File: config.mk
export PLATFORM = sky130hd
export DESIGN_NAME = debounce_sync
export DESIGN_NICKNAME = d
export VERILOG_FILES = /design/src/rtl/debounce_sync.sv
export SDC_FILE = /design/constraint.sdc
export NUM_CORES = 1
export LEC_CHECK = 0
export CAP_MARGIN = 40
export CELL_PAD_IN_SITES_DETAIL_PLACEMENT = 1
export CELL_PAD_IN_SITES_GLOBAL_PLACEMENT = 1
export CORE_AREA = 5 5 61 63
export DETAILED_ROUTE_END_ITERATION = 8
export DIE_AREA = 0 0 66 68
export PLACE_DENSITY = 0.74
export SYNTH_ARGS = -nofsm -noshare
export SYNTH_HDL_FRONTEND = slang
export SYNTH_SLANG_ARGS = --single-unit
export TNS_END_PERCENT = 20
File: constraint.sdc
create_clock -name clk -period 1.9 [get_ports clk]
set_clock_uncertainty 0.1 [all_clocks]
set_input_delay 0.38 -clock clk [delete_from_list [all_inputs] [get_ports clk]]
set_output_delay 0.38 -clock clk [all_outputs]
set_load 0.1 [all_outputs]
File: src/rtl/debounce_sync.sv
// debounce_sync: two-flop synchronizer plus stability-qualified debouncer with rise/fall pulses.
// Optional saturating transition counter (evt_cnt/evt_clr) enabled by `define DEBOUNCE_EVT_CNT_EN.
module debounce_sync #(
   parameter int DEBOUNCE_CYCLES = 4,
   parameter int CNT_W           = 16,
   parameter bit RESET_LEVEL     = 1'b0,
   parameter int EVT_W           = 8
) (
   input  logic             clk,
   input  logic             rst,
   input  logic             din,
   input  logic             enable,
   output logic             y,
   output logic             rise,
   output logic             fall,
   output logic             busy
`ifdef DEBOUNCE_EVT_CNT_EN
   ,
   output logic [EVT_W-1:0] evt_cnt,
   input  logic             evt_clr
`endif
);
   typedef enum logic {STABLE, PEND} state_t;

   if (DEBOUNCE_CYCLES < 1 || DEBOUNCE_CYCLES > (2 ** CNT_W) - 1 || EVT_W < 1) begin : g_bad_param
      $error("debounce_sync: DEBOUNCE_CYCLES out of range for CNT_W");
   end

   state_t           state_q, state_d;
   logic [CNT_W-1:0] cnt_q, cnt_d;
   logic             sync1_q, sync1_d, sync2_q, sync2_d;
   logic             y_q, y_d, rise_q, rise_d, fall_q, fall_d;
   logic             s;

   assign s    = sync2_q;
   assign y    = y_q;
   assign rise = rise_q;
   assign fall = fall_q;
   assign busy = (state_q == PEND);

   // enable low forces STABLE with a cleared count, overriding every transition below
   always_comb begin
      sync1_d = din;
      sync2_d = sync1_q;
      state_d = STABLE;
      cnt_d   = '0;
      y_d     = y_q;
      rise_d  = 1'b0;
      fall_d  = 1'b0;
      if (enable && s != y_q) begin
         if (state_q == STABLE) begin
            state_d = PEND;
            cnt_d   = CNT_W'(1);
         end else if (cnt_q == CNT_W'(DEBOUNCE_CYCLES)) begin
            y_d    = s;
            rise_d = s;
            fall_d = ~s;
         end else begin
            state_d = PEND;
            cnt_d   = cnt_q + 1'b1;
         end
      end
   end

   always_ff @(posedge clk or posedge rst) begin
      if (rst) begin
         sync1_q <= RESET_LEVEL;
         sync2_q <= RESET_LEVEL;
         y_q     <= RESET_LEVEL;
         state_q <= STABLE;
         cnt_q   <= '0;
         rise_q  <= 1'b0;
         fall_q  <= 1'b0;
      end else begin
         sync1_q <= sync1_d;
         sync2_q <= sync2_d;
         y_q     <= y_d;
         state_q <= state_d;
         cnt_q   <= cnt_d;
         rise_q  <= rise_d;
         fall_q  <= fall_d;
      end
   end

`ifdef DEBOUNCE_EVT_CNT_EN
   logic [EVT_W-1:0] evt_q, evt_d;

   assign evt_cnt = evt_q;

   always_comb begin
      evt_d = evt_clr ? '0 : ((rise_q | fall_q) && evt_q != '1) ? evt_q + 1'b1 : evt_q;
   end

   always_ff @(posedge clk or posedge rst) begin
      if (rst) begin
         evt_q <= '0;
      end else begin
         evt_q <= evt_d;
      end
   end
`endif
endmodule
==> results.py <==
metrics = {
    "finish": {
        "multiInputGateArea_sq_um": 469,
        "regArea_sq_um": 552,
        "layout_commonest_cell": "dfrtp_1",
        "drive_gt1_frac": 0.222,
        "utilization": 0.407,
        "area_growth_pct": 23.2,
        "fillers": 357,
        "fin_area_sq_um": 1290,
        "final_cell_mix": "dfrtp_1 (21), nor2_1 (12), xnor2_1 (9)",
        "final_nets": 124,
        "antenna_cells": 0,
    },
    "power_and_ir_drop": {
        "power_leakage_nw": 0.530,
        "p_total_w": 0.000749,
        "p_per_area_nw_per_um2": 579,
        "peakVddDrop_v": 0.000251,
    },
    "floorplanning": {
        "die_w_microns": 66,
        "ioPinCount": 8,
        "die_area_sq_um": 4490,
        "core.rowCount": 21,
        "core_area_sq_um": 3180,
        "die_height_microns": 68,
        "start_util": 0.330,
    },
    "setup_path": {
        "slowest_delay_ns": 0.46,
        "cp_max_fo": 5,
        "crit_chain": "nor4b_2, nand4_2, nor2_2, mux2_1",
        "reg2reg_slack_ns": 0.12,
        "cp_top_family": "simple AND/OR/NAND/NOR gates",
        "crit_type": "reg -> reg",
        "cp.required_ns": 2.01,
        "crit_path_end_kind": "flop",
        "cp_slowest_cell": "dfrtp_1",
        "path_buf_inv": 0,
        "timing.rr.start": "cnt_q[4]",
        "r2r_cells": 4,
        "setup.worst_path.start_class": "flop",
        "r2r_end": "y",
        "arrival_ns": 1.88,
    },
    "route": {
        "drc_errors": 0,
        "first_pass_iters": 4,
        "met2RoutedLength_microns": 1020,
        "drtIter0Drc": 19,
        "postRouteAntennaNets": 0,
        "routedWlPerCell_microns": 13.4,
        "met3_length_microns": 83,
        "wl_met1_microns": 1020,
        "route.top_layer_used": "met4",
        "post_drt_via_cell_ratio": 4.67,
        "drt_wl_total_microns": 2190,
        "num_vias": 761,
    },
    "synth": {
        "synth.distinct_cells": 21,
        "syn_area_per_cell_sq_um": 10.5,
        "synth_top_area_frac": 0.524,
        "ys_top_cells_by_area": "dfrtp_1 (52%), xnor2_1 (7.5%), xor2_1 (5.0%), nor2_1 (4.6%), nor4_1 (3.6%)",
        "synth_largest_area_cell": "dfrtp_1",
        "syn_nets": 106,
        "synth_seq_cells": 22,
        "async_reset_ff_frac": 1.00,
        "synthCells": 100,
        "synth_edf_count": 0,
        "yosysWarningCount": 0,
        "synth_flop_cell": "dfrtp_1",
        "synth_seq_area_share": 0.524,
        "synth_area_sq_um": 1050,
    },
    "clock_network": {
        "cts_buffer_depth": 2,
        "cts_hold_buffers": 0,
        "cts_made_buffers": 3,
        "clk_latency_ns": 0.31,
        "root_buffer": "clkbuf_4",
        "cts_sinks": 22,
        "htree_levels": 1,
        "cts_tree": "done",
        "clkTransAtPathRegs_ns": 0.12,
    },
    "timing": {
        "period_share": 0.936,
        "tightest_slew_ns": 0.354,
        "drv_slew": 0,
        "setup_slack_ns": 0.122,
        "fin_setup_tns_ns": 0,
        "finalHoldViolCount": 0,
        "finalCriticalPeriod_ns": 1.78,
        "setup_viol": 0,
        "relSlewSlack": 0.762,
        "fmax_mhz": 563,
    },
    "place": {
        "pre_cts_ws_ns": 0.0908,
        "hpwlAfterDp_microns": 1590,
        "port-buffer-count": 7,
        "place.gp.congestion": 0.807,
        "placed_area_sq_um": 1250,
    },
    "global_route": {
        "grt_pass1_wl_microns": 3880,
        "grt_pass1_vias": 784,
        "overflow": 0,
        "grt.total_usage": 0.119,
        "antenna_found_initial": 0,
        "grt_max_degree": 23,
    },
    "hold_path": {
        "hp-start": "sync1_q",
        "hold_path_end": "s",
        "hold_path.class": "reg -> reg",
        "whs_path_depth": 0,
    },
    "outcome": {
        "outcome": "finished clean",
    },
    "flow_run": {
        "drv_cap": 0,
    },
}
worst max-delay path by stage:
stage | from | to | cells past startpoint
3_5_place_dp | cnt_q[0] | y | 6
3_3_place_gp | cnt_q[0] | cnt_q[14] | 6
5_1_grt | cnt_q[7] | y | 4
4_1_cts | cnt_q[0] | y | 6
2_1_floorplan | busy | y | 3
6_report | cnt_q[4] | y | 4
cell type report:
type                    instances  share of cell area
well taps                      46              0.0445
clock buffers                   4              0.0203
flip-flops and latches         22               0.426
repair buffers                 14               0.126
multi-input cells              70               0.363
inverters                       7              0.0203
cells in the mapped netlist, types with 2 or more instances:
cell type   n
ha_1        2
nor2_1     13
inv_1       7
dfrtp_1    22
nand4_2     2
xor2_1      6
nand4_1     5
nor3_1      4
xnor2_1     9
nand2_1     5
a21oi_1     2
nand3_1     6
nor4_1      6
nor2_2      4
state kept, by name, summed over array words and instances (netlist names):
name and flops:
rise 1, y 1, sync1_q 1, busy 1, fall 1, cnt_q 16, s 1
layer usage:
layer  track usage  up-vias
met3        0.0312        4
li1              -      372
met4        0.0761        0
met2         0.179       15
met5             0        -
met1         0.152      370
timing repair:
action	CTS	global route
setup buffers	0	1
resized for setup	0	2
setup endpoints to repair	0	1
metrics by stage:
step                cells  hold slack [ns]
finish                163            0.261
global route          163            0.269
CTS                   162            0.265
detailed placement    158            0.236
global placement      158            0.235
floorplan             100            0.231
cell families after synthesis:
logic type | share of synthesized area
AO/OA/AOI/OAI | 0.00954
XOR/XNOR | 0.125
adder cells (fa/ha/maj) | 0.0238
buffers and inverters | 0.0358
flip-flops | 0.524
multiplexers | 0.0107
AND/OR/NAND/NOR | 0.271
power breakdown:
part | switching [W] | internal, W
logic | 0.0000288 | 0.0000172
clock network | 0.000144 | 0.0000822
registers | 0.00000391 | 0.000473
total | 0.000177 | 0.000572
Note: power is estimated with default switching activity, not from simulation.
